===== src/rtl/mem_stage_pkg.sv =====
// Shared types and constants for the memory-access stage.
// Holds the access FSM encoding and the byte-enable size masks.
package mem_stage_pkg;

  typedef enum logic [1:0] {
    MEM_IDLE = 2'd0,
    MEM_REQ  = 2'd1,
    MEM_WAIT = 2'd2,
    MEM_DONE = 2'd3
  } mem_state_e;

  localparam logic [7:0] BE_BYTE   = 8'h01;
  localparam logic [7:0] BE_HALF   = 8'h03;
  localparam logic [7:0] BE_WORD   = 8'h0F;
  localparam logic [7:0] BE_DOUBLE = 8'hFF;

endpackage


===== src/rtl/mem_stage_load_align.sv =====
// Load data alignment: shift the read doubleword down to the
// addressed byte, then zero- or sign-extend from the access size.
module load_align
  import mem_stage_pkg::*;
#(
  parameter int XLEN = 64
) (
  input  logic [XLEN-1:0] rdata,
  input  logic [2:0]      off,
  input  logic [7:0]      byte_enable,
  input  logic            ext_un,
  output logic [XLEN-1:0] data_o
);

  logic [XLEN-1:0] shifted;

  assign shifted = rdata >> {off, 3'b000};

  always_comb begin
    data_o = shifted;
    case (byte_enable)
      BE_BYTE:
        data_o = {{(XLEN-8){~ext_un & shifted[7]}},
                  shifted[7:0]};
      BE_HALF:
        data_o = {{(XLEN-16){~ext_un & shifted[15]}},
                  shifted[15:0]};
      BE_WORD:
        data_o = {{(XLEN-32){~ext_un & shifted[31]}},
                  shifted[31:0]};
      default:
        data_o = shifted;
    endcase
  end

endmodule


===== src/rtl/mem_stage.sv =====
// Memory-access stage: drives the data-memory req/gnt/rvalid port,
// stalls upstream while an access is in flight, aligns load data.
module mem_stage
  import mem_stage_pkg::*;
#(
  parameter int XLEN   = 64,
  parameter int SIZE_W = 8
) (
  input  logic              clk,
  input  logic              rst,
  input  logic              me_mem_rena,
  input  logic              me_mem_wena,
  input  logic              me_mem_ext_un,
  input  logic              me_mem_to_reg,
  input  logic [SIZE_W-1:0] me_mem_byte_enable,
  input  logic [XLEN-1:0]   me_alu_result,
  input  logic [XLEN-1:0]   me_new_rs2_data,
  input  logic              me_rd_wena,
  input  logic [4:0]        me_rd_waddr,
  output logic              dmem_req,
  output logic              dmem_we,
  output logic [XLEN-1:0]   dmem_addr,
  output logic [XLEN-1:0]   dmem_wdata,
  output logic [SIZE_W-1:0] dmem_wstrb,
  input  logic              dmem_gnt,
  input  logic              dmem_rvalid,
  input  logic [XLEN-1:0]   dmem_rdata,
  output logic              mem_rd_wena,
  output logic [4:0]        mem_rd_waddr,
  output logic [XLEN-1:0]   mem_rd_wdata,
  output logic              mem_misalign,
  output logic              mem_stall_req
);

  mem_state_e        state_q, state_d;
  logic [XLEN-1:0]   rdata_q, rdata_d;
  logic              access;
  logic              misalign;
  logic              go;
  logic [2:0]        off;
  logic [2*SIZE_W-1:0] be_wide;
  logic [XLEN-1:0]   load_data;

  assign access = me_mem_rena | me_mem_wena;
  assign off    = me_alu_result[2:0];

  // Upper half non-zero means the mask spilled past the doubleword.
  assign be_wide  = {{SIZE_W{1'b0}}, me_mem_byte_enable} << off;
  assign misalign = access & (|be_wide[2*SIZE_W-1:SIZE_W]);
  assign go       = access & ~misalign;

  assign dmem_we    = me_mem_wena;
  assign dmem_addr  = {me_alu_result[XLEN-1:3], 3'b000};
  assign dmem_wdata = me_new_rs2_data << {off, 3'b000};
  assign dmem_wstrb = be_wide[SIZE_W-1:0];

  always_comb begin
    state_d  = state_q;
    rdata_d  = rdata_q;
    dmem_req = 1'b0;
    case (state_q)
      MEM_IDLE: begin
        if (go) begin
          dmem_req = 1'b1;
          if (dmem_gnt)
            state_d = me_mem_wena ? MEM_DONE : MEM_WAIT;
          else
            state_d = MEM_REQ;
        end
      end
      MEM_REQ: begin
        dmem_req = 1'b1;
        if (dmem_gnt)
          state_d = me_mem_wena ? MEM_DONE : MEM_WAIT;
      end
      MEM_WAIT: begin
        if (dmem_rvalid) begin
          rdata_d = dmem_rdata;
          state_d = MEM_DONE;
        end
      end
      MEM_DONE: state_d = MEM_IDLE;
      default:  state_d = MEM_IDLE;
    endcase
  end

  always_ff @(posedge clk) begin
    if (rst) begin
      state_q <= MEM_IDLE;
      rdata_q <= '0;
    end else begin
      state_q <= state_d;
      rdata_q <= rdata_d;
    end
  end

  load_align #(
    .XLEN(XLEN)
  ) u_load_align (
    .rdata      (rdata_q),
    .off        (off),
    .byte_enable(me_mem_byte_enable),
    .ext_un     (me_mem_ext_un),
    .data_o     (load_data)
  );

  assign mem_stall_req = ((state_q == MEM_IDLE) & go)
                       | (state_q == MEM_REQ)
                       | (state_q == MEM_WAIT);

  assign mem_rd_wdata = me_mem_to_reg ? load_data : me_alu_result;
  assign mem_rd_wena  = me_rd_wena & ~misalign;
  assign mem_rd_waddr = me_rd_waddr;
  assign mem_misalign = misalign;

endmodule


===== config.mk =====
export PLATFORM = sky130hd
export DESIGN_NAME = mem_stage
export DESIGN_NICKNAME = d
export VERILOG_FILES = /design/src/rtl/mem_stage_pkg.sv /design/src/rtl/mem_stage_load_align.sv /design/src/rtl/mem_stage.sv
export SDC_FILE = /design/constraint.sdc
export NUM_CORES = 1
export LEC_CHECK = 0
export ABC_AREA = 1
export BUFFER_PORTS_ARGS = -buffer_cell sky130_fd_sc_hd__buf_4
export CAP_MARGIN = 20
export CORE_AREA = 2 2 164 166
export CTS_CLUSTER_DIAMETER = 100
export DETAILED_ROUTE_END_ITERATION = 12
export DIE_AREA = 0 0 166 168
export PLACE_DENSITY = 0.55
export SYNTH_ARGS = -nofsm -noshare
export SYNTH_HDL_FRONTEND = slang
export SYNTH_SLANG_ARGS = --single-unit

===== constraint.sdc =====
create_clock -name clk -period 1.5 [get_ports clk]
set_input_delay 0.075 -clock clk [delete_from_list [all_inputs] [get_ports clk]]
set_output_delay 0.075 -clock clk [all_outputs]
set_load 0.1 [all_outputs]

==> results_dict.tcl <==
set metrics [dict create \
    drt.antenna.violating_nets 0 \
    number_of_global_route_vias_before_repair 10440 \
    vdd_ir_drop_max_mv 1.230 \
    preCtsSetupSlack_ns -0.5944 \
    detailedPlacementHpwl_um 30940 \
    critical_setup_path_class "reg2out" \
    antenna-diode-count 0 \
    total_number_of_vias 11030 \
    power.density_nw_per_um2 940.3 \
    die-area_um2 27890 \
    tritoncts "done" \
    synth.top_cell.area_share_pct 17.44 \
    fin_setup_tns_ns -42.38 \
    yosys.cell_count.top_type "sky130_fd_sc_hd__nand2_1" \
    synth.ff_latch_count 66 \
    postLayoutCoreUtil_pct 61.03 \
    adder_cell_share_of_the_synthesized_area_pct 0.4955 \
    global_route_wire_length_before_repair_um 59330 \
    clock-sinks 66 \
    cts-root-buf "sky130_fd_sc_hd__clkbuf_16" \
    cp.arrival_ns 2.15 \
    final_min_period_over_clock_period_pct 148.3 \
    drive_above_1_share_pct 54.23 \
    synth.area.top_cells "sky130_fd_sc_hd__dfxtp_1 17%, sky130_fd_sc_hd__nand2_1 15%, sky130_fd_sc_hd__nor2_1 14%" \
    routabilityCongestion 0.8881 \
    synthXorXnorAreaFrac_pct 0 \
    area_delta_synth_final_pct 112.3 \
    cts_max_level 3 \
    synthesis.instances 1380 \
    async_reset_ff_share_pct 0 \
    hold_violations_final 2 \
    fin_worst_skew_ns 0.003472 \
    outcome "finished, violations left" \
    clock_buffer_count_from_cts 9 \
    dieWidth_um 166 \
    synth.yosys.warnings 0 \
    core-area_um2 26350 \
    timing.hold.ws_ns -0.01054 \
    maxClockFrequency_mhz 449.6 \
    post_synth_and_or_nand_nor_area_fraction_pct 39.73 \
    synth.avg_cell_area_um2 5.489 \
    remaining_drc_errors 0 \
    wl_per_cell_um 17.75 \
    synth_common_cells "311 x sky130_fd_sc_hd__nand2_1, 288 x sky130_fd_sc_hd__nor2_1, 193 x sky130_fd_sc_hd__o21ai_0" \
    initial_utilization_pct 28.75 \
    multi_input_area_um2 7169 \
    routed_wl_um 39440 \
    dominantRegCellSynth "sky130_fd_sc_hd__dfxtp_1" \
    crit_path_end_kind "output port" \
    grt_util_all_layers_pct 26.52 \
    die_h_um 168 \
    worstSkewPairLatency_ns 0.33 \
    failed_checks "negative hold slack, negative setup slack" \
    endpoints_failing_setup 101 \
    final_critical_path_setup_slack_ns -0.7241 \
    synth-edff-count 0 \
    synth_cell_type_count 34 \
    tightestPinTransition_ns 0.5464 \
    synth_compound_area_share_pct 22.12 \
    max_cap_violations 0 \
    minimum_clock_period_ns 2.224 \
    clk_pin_slew_ns 0.06 \
    avgViaCountPerCell 4.965 \
    cp-start-kind "register" \
    floorplan.io_pins 424 \
    initial_antenna_violation_count 0 \
    clock_tree.buffer_depth 2 \
    leakage_power_nw 7.045 \
    worst-endpoint-required_ns 1.42 \
    worst-path-max-fanout 5 \
    hp-class "in2reg" \
    drt_first_iter_violations 923 \
    rows 60 \
    nets 2093 \
    synth_area_um2 7575 \
    unrepaired_setup_endpoints_after_global_routing "true" \
    numPortBuffers 410 \
    register_area_um2 1370 \
    globalRouteOverflowTotal 0 \
    yosys.area.top_type "sky130_fd_sc_hd__dfxtp_1" \
    synth_seq_area_share_pct 17.44 \
    synthMuxAreaShare_pct 3.568 \
    relSlewSlack_pct 63.41 \
    grt_start_max_net_pins 67 \
    slew_viol_final 0 \
    fillerInstances 2382 \
    synth_top_family_by_area "simple AND/OR/NAND/NOR gates" \
    drt_first_pass_iters 6 \
]
[layout by cell type (no fill, tap or decap), types with 5 or more instances in the layout]
| cell | count |
|---|---|
| sky130_fd_sc_hd__buf_4 | 500 |
| sky130_fd_sc_hd__nand2_1 | 279 |
| sky130_fd_sc_hd__nor2_1 | 177 |
| sky130_fd_sc_hd__o21ai_0 | 105 |
| sky130_fd_sc_hd__nor2_4 | 94 |
| sky130_fd_sc_hd__nand3_1 | 92 |
| sky130_fd_sc_hd__buf_12 | 92 |
| sky130_fd_sc_hd__o21ai_4 | 48 |
| sky130_fd_sc_hd__a21oi_1 | 42 |
| sky130_fd_sc_hd__buf_6 | 35 |
| sky130_fd_sc_hd__dfxtp_1 | 35 |
| sky130_fd_sc_hd__o21ai_2 | 31 |
| sky130_fd_sc_hd__o21ai_1 | 29 |
| sky130_fd_sc_hd__nand2_2 | 28 |
| sky130_fd_sc_hd__inv_1 | 27 |
| sky130_fd_sc_hd__dfxtp_2 | 27 |
| sky130_fd_sc_hd__mux2i_1 | 23 |
| sky130_fd_sc_hd__nor2_2 | 17 |
| sky130_fd_sc_hd__buf_8 | 15 |
| sky130_fd_sc_hd__dlygate4sd3_1 | 13 |
| sky130_fd_sc_hd__nand3_4 | 12 |
| sky130_fd_sc_hd__clkbuf_16 | 12 |
| sky130_fd_sc_hd__inv_2 | 11 |
| sky130_fd_sc_hd__nand3_2 | 11 |
| sky130_fd_sc_hd__a31oi_4 | 10 |
| sky130_fd_sc_hd__o211ai_1 | 8 |
| sky130_fd_sc_hd__clkinvlp_4 | 8 |
| sky130_fd_sc_hd__or2_2 | 8 |
| sky130_fd_sc_hd__a31oi_1 | 8 |
| sky130_fd_sc_hd__o221ai_4 | 6 |
| sky130_fd_sc_hd__buf_16 | 6 |
| sky130_fd_sc_hd__nand2_4 | 5 |
[registers in the layout, summed over array words and instances (netlist names)]
register / flops
rdata_q: 64
state_q: 2
[cells by family after synthesis]
family	after synthesis
and+or+nand+nor	741
AOI/OAI and AO/OA	311
buffers and inverters	231
DFF	66
muxes	27
adders and majority gates	3
other	1
[repair_timing]
action / 4_1_cts / 5_1_grt
pin swaps: 34 / 32
gates cloned: 3 / 3
setup buffers: 27 / 10
resized for setup: 378 / 170
endpoints found under the setup margin: 146 / 143
hold endpoints to repair: 13 / 0
hold buffers: 13 / 0
[stage by stage]
step                      power (mW)  hold WS [ns]  instance area [µm²]  std cells
final                          15.12      -0.01054                16080       2222
after detailed placement       11.48        0.1507                13420       2169
after floorplan                8.790        0.2417                 9215       1382
after CTS                      14.66      0.001758                15410       2219
after global placement         11.44        0.1507                13420       2169
after global routing           15.79      0.005709                16080       2222
[power by group]
part	total (mW)	internal, mW	switching [mW]
Sequential	2.45	2.16	0.295
Clock	2.08	1.28	0.800
Combinational	10.6	3.83	6.76
[worst paths after layout]
check / from / end / slack (ns) / depth (start not counted)
worst max-delay path: rdata_q[23] / mem_rd_wdata[33] / -0.72 / 12
worst min-delay path: dmem_rdata[60] / rdata_q[60] / -0.01 / 3
worst max register to register: state_q[0] / rdata_q[59] / 0.06 / 6
worst min register to register: rdata_q[0] / rdata_q[0] / 0.48 / 2
[area by class of cell]
type	instances	area share (%)
flip-flops and latches	66	8.520
clock inverters	5	0.3424
repair inverters	1	0.04669
repair buffers	664	40.95
inverters	49	1.455
clock buffers	11	1.447
multi-input cells	1085	44.58
well taps	341	2.653
[routing by layer]
| layer | track usage (%) | part of all wire, % |
|---|---|---|
| met1 | 37.33 | 45 |
| met2 | 42.85 | 46 |
| met3 | 3.996 | 6.1 |
| met4 | 5.822 | 2.2 |
| met5 | 0 | 0 |
[critical path: stages, from the launching register on]
cell and delay, ns:
sky130_fd_sc_hd__dfxtp_2 0.32, sky130_fd_sc_hd__or2_4 0.23, sky130_fd_sc_hd__o21ai_4 0.06, sky130_fd_sc_hd__nand2_1 0.10
sky130_fd_sc_hd__nand3_2 0.09, sky130_fd_sc_hd__nand2_2 0.06, sky130_fd_sc_hd__nand4_1 0.12, sky130_fd_sc_hd__nand3_4 0.19
sky130_fd_sc_hd__buf_12 0.20, sky130_fd_sc_hd__buf_6 0.11, sky130_fd_sc_hd__nor2_4 0.11, sky130_fd_sc_hd__nor2_4 0.04
sky130_fd_sc_hd__buf_12 0.16
No activity file was read; power rests on OpenSTA's default activity.
